### src/rtl/uart_axil_bridge.sv
// uart_axil_bridge
//   AXI4-Lite slave that fronts the simulation UART. Core-side AR/R and AW/W/B
//   transactions are turned into the UART's one-cycle rvalid/wvalid strobes.
//   Reads and writes use independent FSMs, one outstanding transaction each.
//
// Ports
//   clock, reset            : single clock, synchronous active-high reset
//   s_ar*/s_r*              : AXI4-Lite read address / read data channels
//   s_aw*/s_w*/s_b*         : AXI4-Lite write address / data / response channels
//   raddr, rvalid, rdata    : UART read port (rvalid = one-cycle pop strobe)
//   waddr, wdata, wvalid    : UART write port (wvalid = one-cycle push strobe)
//
// Build option
//   UART_BRIDGE_WSTRB_EN : when defined, a write only pushes if s_wstrb[0] is
//                          set; otherwise s_wstrb is ignored.
module uart_axil_bridge #(
   parameter logic [31:0] SERIAL_PORT = 32'ha00003f8
) (
   input  logic        clock,
   input  logic        reset,
   input  logic [31:0] s_araddr,
   input  logic        s_arvalid,
   output logic        s_arready,
   output logic [31:0] s_rdata,
   output logic [1:0]  s_rresp,
   output logic        s_rvalid,
   input  logic        s_rready,
   input  logic [31:0] s_awaddr,
   input  logic        s_awvalid,
   output logic        s_awready,
   input  logic [31:0] s_wdata,
   input  logic [3:0]  s_wstrb,
   input  logic        s_wvalid,
   output logic        s_wready,
   output logic [1:0]  s_bresp,
   output logic        s_bvalid,
   input  logic        s_bready,
   output logic [31:0] raddr,
   output logic        rvalid,
   input  logic [31:0] rdata,
   output logic [31:0] waddr,
   output logic [31:0] wdata,
   output logic        wvalid
);

   localparam logic [1:0] R_IDLE  = 2'd0;
   localparam logic [1:0] R_ISSUE = 2'd1;
   localparam logic [1:0] R_RESP  = 2'd2;
   localparam logic [1:0] W_IDLE  = 2'd0;
   localparam logic [1:0] W_ISSUE = 2'd1;
   localparam logic [1:0] W_RESP  = 2'd2;

   function automatic logic addr_hit(input logic [29:0] word_addr);
      return word_addr == SERIAL_PORT[31:2];
   endfunction

   logic strobe_ok;
`ifdef UART_BRIDGE_WSTRB_EN
   assign strobe_ok = s_wstrb[0];
`else
   assign strobe_ok = 1'b1;
`endif

   // Byte-offset bits never take part in decode.
   logic unused_bits;
   assign unused_bits = ^{s_araddr[1:0], s_awaddr[1:0], s_wstrb};

   // Read side state
   logic [1:0]  rstate_q, rstate_d;
   logic        ar_hit_q, ar_hit_d;
   logic        arready_q, arready_d;
   logic        rvalid_q, rvalid_d;
   logic [31:0] raddr_q, raddr_d;
   logic [31:0] rdata_q, rdata_d;
   logic [1:0]  rresp_q, rresp_d;

   // Write side state
   logic [1:0]  wstate_q, wstate_d;
   logic        aw_got_q, aw_got_d;
   logic        w_got_q, w_got_d;
   logic        aw_hit_q, aw_hit_d;
   logic        w_ok_q, w_ok_d;
   logic        awready_q, awready_d;
   logic        wready_q, wready_d;
   logic        wvalid_q, wvalid_d;
   logic [31:0] waddr_q, waddr_d;
   logic [31:0] wdata_q, wdata_d;
   logic [1:0]  bresp_q, bresp_d;

   always_comb begin
      rstate_d = rstate_q;
      ar_hit_d = ar_hit_q;
      raddr_d  = raddr_q;
      rdata_d  = rdata_q;
      rresp_d  = rresp_q;
      rvalid_d = 1'b0;
      case (rstate_q)
         R_IDLE: begin
            if (s_arvalid && arready_q) begin
               ar_hit_d = addr_hit(s_araddr[31:2]);
               rvalid_d = ar_hit_d;
               raddr_d  = ar_hit_d ? SERIAL_PORT : 32'h0;
               rstate_d = R_ISSUE;
            end
         end
         R_ISSUE: begin
            // UART rdata is combinational on raddr while the pop strobe is high.
            rdata_d  = ar_hit_q ? rdata : 32'h0;
            rresp_d  = ar_hit_q ? 2'b00 : 2'b11;
            rstate_d = R_RESP;
         end
         R_RESP: begin
            if (s_rready) rstate_d = R_IDLE;
         end
         default: rstate_d = R_IDLE;
      endcase
      // Ready is registered so it stays low while reset is held.
      arready_d = (rstate_d == R_IDLE);
   end

   always_comb begin
      wstate_d = wstate_q;
      aw_got_d = aw_got_q;
      w_got_d  = w_got_q;
      aw_hit_d = aw_hit_q;
      w_ok_d   = w_ok_q;
      waddr_d  = waddr_q;
      wdata_d  = wdata_q;
      bresp_d  = bresp_q;
      wvalid_d = 1'b0;
      case (wstate_q)
         W_IDLE: begin
            if (s_awvalid && awready_q) begin
               aw_got_d = 1'b1;
               aw_hit_d = addr_hit(s_awaddr[31:2]);
            end
            if (s_wvalid && wready_q) begin
               w_got_d = 1'b1;
               wdata_d = s_wdata;
               w_ok_d  = strobe_ok;
            end
            // Both halves present (possibly just arrived): issue next cycle.
            if (aw_got_d && w_got_d) begin
               wvalid_d = aw_hit_d && w_ok_d;
               waddr_d  = aw_hit_d ? SERIAL_PORT : 32'h0;
               bresp_d  = aw_hit_d ? 2'b00 : 2'b11;
               aw_got_d = 1'b0;
               w_got_d  = 1'b0;
               wstate_d = W_ISSUE;
            end
         end
         W_ISSUE: wstate_d = W_RESP;
         W_RESP: begin
            if (s_bready) wstate_d = W_IDLE;
         end
         default: wstate_d = W_IDLE;
      endcase
      awready_d = (wstate_d == W_IDLE) && !aw_got_d;
      wready_d  = (wstate_d == W_IDLE) && !w_got_d;
   end

   always_ff @(posedge clock) begin
      if (reset) begin
         rstate_q  <= R_IDLE;
         ar_hit_q  <= 1'b0;
         arready_q <= 1'b0;
         rvalid_q  <= 1'b0;
         raddr_q   <= 32'h0;
         rdata_q   <= 32'h0;
         rresp_q   <= 2'b00;
         wstate_q  <= W_IDLE;
         aw_got_q  <= 1'b0;
         w_got_q   <= 1'b0;
         aw_hit_q  <= 1'b0;
         w_ok_q    <= 1'b0;
         awready_q <= 1'b0;
         wready_q  <= 1'b0;
         wvalid_q  <= 1'b0;
         waddr_q   <= 32'h0;
         wdata_q   <= 32'h0;
         bresp_q   <= 2'b00;
      end else begin
         rstate_q  <= rstate_d;
         ar_hit_q  <= ar_hit_d;
         arready_q <= arready_d;
         rvalid_q  <= rvalid_d;
         raddr_q   <= raddr_d;
         rdata_q   <= rdata_d;
         rresp_q   <= rresp_d;
         wstate_q  <= wstate_d;
         aw_got_q  <= aw_got_d;
         w_got_q   <= w_got_d;
         aw_hit_q  <= aw_hit_d;
         w_ok_q    <= w_ok_d;
         awready_q <= awready_d;
         wready_q  <= wready_d;
         wvalid_q  <= wvalid_d;
         waddr_q   <= waddr_d;
         wdata_q   <= wdata_d;
         bresp_q   <= bresp_d;
      end
   end

   assign s_arready = arready_q;
   assign s_rvalid  = (rstate_q == R_RESP);
   assign s_rdata   = rdata_q;
   assign s_rresp   = rresp_q;
   assign rvalid    = rvalid_q;
   assign raddr     = raddr_q;
   assign s_awready = awready_q;
   assign s_wready  = wready_q;
   assign s_bvalid  = (wstate_q == W_RESP);
   assign s_bresp   = bresp_q;
   assign wvalid    = wvalid_q;
   assign waddr     = waddr_q;
   assign wdata     = wdata_q;

endmodule
### config.mk
export PLATFORM = sky130hd
export DESIGN_NAME = uart_axil_bridge
export DESIGN_NICKNAME = d
export VERILOG_FILES = /design/src/rtl/uart_axil_bridge.sv
export SDC_FILE = /design/constraint.sdc
export NUM_CORES = 1
export LEC_CHECK = 0
export CAP_MARGIN = 10
export CELL_PAD_IN_SITES_DETAIL_PLACEMENT = 1
export CELL_PAD_IN_SITES_GLOBAL_PLACEMENT = 1
export CORE_AREA = 2 2 131 133
export CTS_CLUSTER_DIAMETER = 150
export DETAILED_ROUTE_END_ITERATION = 10
export DIE_AREA = 0 0 133 135
export PLACE_DENSITY_LB_ADDON = 0.1
export RECOVER_POWER = 50
export REMOVE_ABC_BUFFERS = 1
export SKIP_LAST_GASP = 1
export SLEW_MARGIN = 20
export SYNTH_ARGS = -nofsm -noshare
export SYNTH_HDL_FRONTEND = slang
export SYNTH_SLANG_ARGS = --single-unit
### constraint.sdc
create_clock -name clock -period 1.7 [get_ports clock]
set_input_delay 0.425 -clock clock [delete_from_list [all_inputs] [get_ports clock]]
set_output_delay 0.425 -clock clock [all_outputs]
set_load 0.01 [all_outputs]
# Yosys cells after proc, flatten, opt, wreduce, memory -nomap -nowiden
# Cells that the tools add are included.
[word_totals] inputBits=139 ff_bits=146 elab_cells=69
[op_classes] mux=23 eq_ne=6 n_reduce_logical=18 n_bitwise=4
[ops] operator="32-bit 2-to-1 mux" count=3
[ops] operator="30-bit equality test (second input constant)" count=2
[ops] operator="1-bit 2-to-1 mux" count=12
[ops] operator="2-bit 2-to-1 mux" count=6
[ops] operator="2-bit one-hot mux with 3 select lines" count=2
[ops] operator="2-bit zero test" count=4
[ops] operator="1-bit logical AND" count=7
[ops] operator="2-bit AND reduction" count=3
[ops] operator="3-bit OR reduction" count=2
[ops] operator="2-bit by 1-bit equality test with 1-bit output (second input constant)" count=2
[ops] operator="2-bit equality test (second input constant)" count=2
[ops] operator="1-bit inverter" count=4
[ops] operator="1-bit zero test" count=2

# Depth between registers and ports, before layout
[logic_depth] ltp_word=8 mapped_depth=6

# Least setup slack after synthesis
# Ideal clock, no wire load.
[synth_timing] kind="input-to-reg" from="input s_awaddr[26]" to="register wvalid_q (netlist: wvalid)" n_path_buf=0 arrival_time_ps=1302 setup_slack_ps=298 setup_time_ps=100 path_stages=4 cell_sequence="nor4b_2 > and4_1 > nand4_4 > a2111oi_4"
[synth_between] elab_chain_cells=4
[synth_lines] item="start: declaration" line="28" text="input logic [31:0] s_awaddr,"
[synth_lines] item="30-bit equality test" line="54" text="return word_addr == SERIAL_PORT[31:2];"
[synth_lines] item="1-bit 2-to-1 mux" line="133" text="if (s_awvalid && awready_q) begin"
[synth_lines] item="1-bit 2-to-1 mux" line="131" text="case (wstate_q)"
[synth_lines] item="1-bit logical AND" line="144" text="wvalid_d = aw_hit_d && w_ok_d;"
[synth_lines] item="end signal: assignment" line="197" text="wvalid_q <= wvalid_d;"
[synth_lines] item="end: declaration" line="85" text="logic wvalid_q, wvalid_d;"
# Every way passes these cells. The select of a mux whose other input is x is not followed.
# A chain may end at the register's enable or synchronous reset.

# Worst setup path in the final report
[layout_timing] from="register wdata_q[19] (netlist: wdata[19])" to="output wdata[19]"
[layout_lines] item="start: declaration" line="87" text="logic [31:0] wdata_q, wdata_d;"
[layout_lines] item="start signal: assignment" line="199" text="wdata_q <= wdata_d;"
[layout_lines] item="end: declaration" line="42" text="output logic [31:0] wdata,"
# No word-level cell between the ends.

==> reports/metrics.cfg <==
[worst_setup_path]
crit_path_end_kind=output port
reg2reg_slack_ps=200
slowest_delay_ps=570
worst-setup-path-type=reg -> out
cp_top_family=buffers and inverters
r2r_start=wstate_q[1]
r2r_end=wdata[29]
required_ps=1270
worst_path_max_delay_cell=clkdlybuf4s50_1
crit_path_max_fanout=2
worstRegToRegCells=6
cp_cell_sequence=clkdlybuf4s50_1
start_kind=flop
path_buf_inv=1
arrival_ps=1230

[timing]
fin_crit_sh=0.971
hold_ws_ps=451
finalHoldViolCount=0
final-setup-viol-count=0
worstMarginPinSlew_ps=865
slew_headroom=0.423
period_minus_slack_ps=1650
setup_slack_ps=49.0
clock_skew_ps=4.61
fmax_ghz=0.606
rsz0062_at_grt=false
final-max-slew-violation-count=0

[route]
viasPerCell=4.10
firstDrtPassIters=4
routed_wl_um=12800
wl_per_cell_um=14.7
drt-initial-drc-count=84
vias=3575
drc=0
ant_nets=0

[grt]
antenna_found_initial=0
grt.total_usage=0.141
overflow=0
grt_pass1_wl_um=19800
grt_max_degree=40
grt_pass1_vias=3782

[synthesis]
ys_warn_count=0
synth-main-ff-cell=dfxtp_1
synth_area_per_cell_um2=8.11
ys_seq_area_frac=0.454
ys_seq_elements=81
ys_async_sr_fraction=0
synth_top_area_frac=0.454
synth_largest_area_cell=dfxtp_1
syn_inst=441
synth_area_mm2=0.00357
synthTopCellsByArea=dfxtp_1 (45%), buf_4 (14%), nand2_1 (11%)
synth_cell_type_count=36
synth-edff-count=0

[clocking]
path_clk_slew_ps=60
insertion_delay_ps=330
clock_path_buffers=2
cts_buffers=9
cts_setup_buffers=0
clock-sinks=81
htree_levels=3
cts_root_buf=clkbuf_16
cts_tree=done
cts_hold_buf=0

[place]
gp_routability_congestion=0.739
dp_slack_ps=-290
io_buffer_count=223
dp_hpwl_um=9760

[layout]
layout.area.seq_mm2=0.00162
final.fill_count=1920
drive_above_1_share=0.0660
area_delta_synth_final_pct=67.6
diodes=0
multi_input_area_mm2=0.00151
finalNetCount=786
fin_util=0.365

[min_path]
holdCritStartpoint=s_rdata[20]
hold_path_depth=2
min_to=s_rdata[20]
hold_path.class=reg -> reg

[status]
status=finished, final reports clean

[die]
die_area_mm2=0.0180
row_count=47
die_y_um=135
die_w_um=133
fp.coreArea_mm2=0.0164
start_util=0.218
io_pins=278

[power]
power.density_mw_per_mm2=805
power_mw=4.82
peakVddDrop_uv=460
p_leak_nw=2.28

[job]
drv_cap=0

registers in the layout (all words and copies together), names as in the netlist, 2 cells and up:
name and cells:
rstate_q 2, s_rdata 32, wdata 32, wstate_q 2
cell usage in the layout, fill, tap and decap left out, types with 2 or more instances in the layout:
cell type,n
nor2b_1,2
nor4_2,3
and4_1,2
dlygate4sd2_1,27
inv_1,3
nand4_1,4
clkbuf_1,19
dlygate4sd3_1,2
buf_12,2
nand2b_1,3
a211oi_1,3
a21oi_1,70
clkdlybuf4s25_1,4
nor3_1,2
nor2_1,12
buf_4,11
dfxtp_2,2
nor4_1,5
clkbuf_8,3
o21ai_0,2
nand3_1,34
conb_1,46
clkbuf_2,3
nand2_1,104
clkbuf_16,9
dfxtp_1,79
clkdlybuf4s50_1,175
routing by layer:
| layer | track usage | vias to the layer above | part of all wire |
|---|---|---|---|
| met5 | 0 | - | 0 |
| met4 | 0.0329 | 0 | 0.012 |
| met3 | 0.0706 | 11 | 0.096 |
| met2 | 0.244 | 144 | 0.49 |
| met1 | 0.154 | 1644 | 0.40 |
| li1 | - | 1776 | - |
logic make-up after synthesis:
logic type,count (synthesis),share of synthesized area
other cells,1,0.00105
flops,81,0.454
compound gates,83,0.133
simple gates,181,0.239
buf+inv,95,0.174
metrics by stage:
step	instances	area (um^2)	setup TNS, ps
after global routing	872	5990	0
after floorplan	394	3130	-10470
after detailed placement	856	5810	-1640
after CTS	872	6080	0
final	872	5990	0
after global placement	856	5810	-1050
worst reg2reg max path, delay by kind of cell (launching register included):
kind            cells  cell delay (ps)
buf+inv             2              330
simple gates        3              650
flops               1              310
compound gates      1              130
power by group:
part,total [mW],internal (mW),switching (mW)
logic,0.814,0.459,0.356
clock network,1.99,1.26,0.738
registers,2.01,1.97,0.0424
total,4.82,3.69,1.14
worst max path at each step:
stage                       startpoint    endpoint  cells after the start
final                        wdata[19]   wdata[19]                      1
after detailed placement  s_awaddr[18]      wvalid                      5
after floorplan            rstate_q[0]  s_rdata[0]                      3
after CTS                    s_awready   s_awready                      1
after global routing         wdata[16]   wdata[16]                      1
after global placement    s_awaddr[31]      wvalid                      5
Yosys cell counts (all sizes together) (2+ instances only):
master / n
nand2: 104
dfxtp: 81
buf: 76
a21oi: 70
nand3: 34
clkbuf: 16
nor2: 12
nor4: 8
nand4: 5
a211oi: 3
inv: 3
nand2b: 3
nor2b: 3
and4: 2
nor3: 2
nor4b: 2
nor4bb: 2
o21ai: 2
timing repair:
action / CTS / global route
resized for setup: 29 / 20
pin swaps: 0 / 1
endpoints found under the setup margin: 27 / 19
cell type report:
type,count,area share
Clock buffer,14,0.0457
Clock inverter,2,0.00585
Multi-Input combinational cell,310,0.253
Inverter,3,0.00188
Timing Repair Buffer,242,0.377
Sequential cell,81,0.271
Tap cell,220,0.0460
No activity file was read; power rests on OpenSTA's default activity.
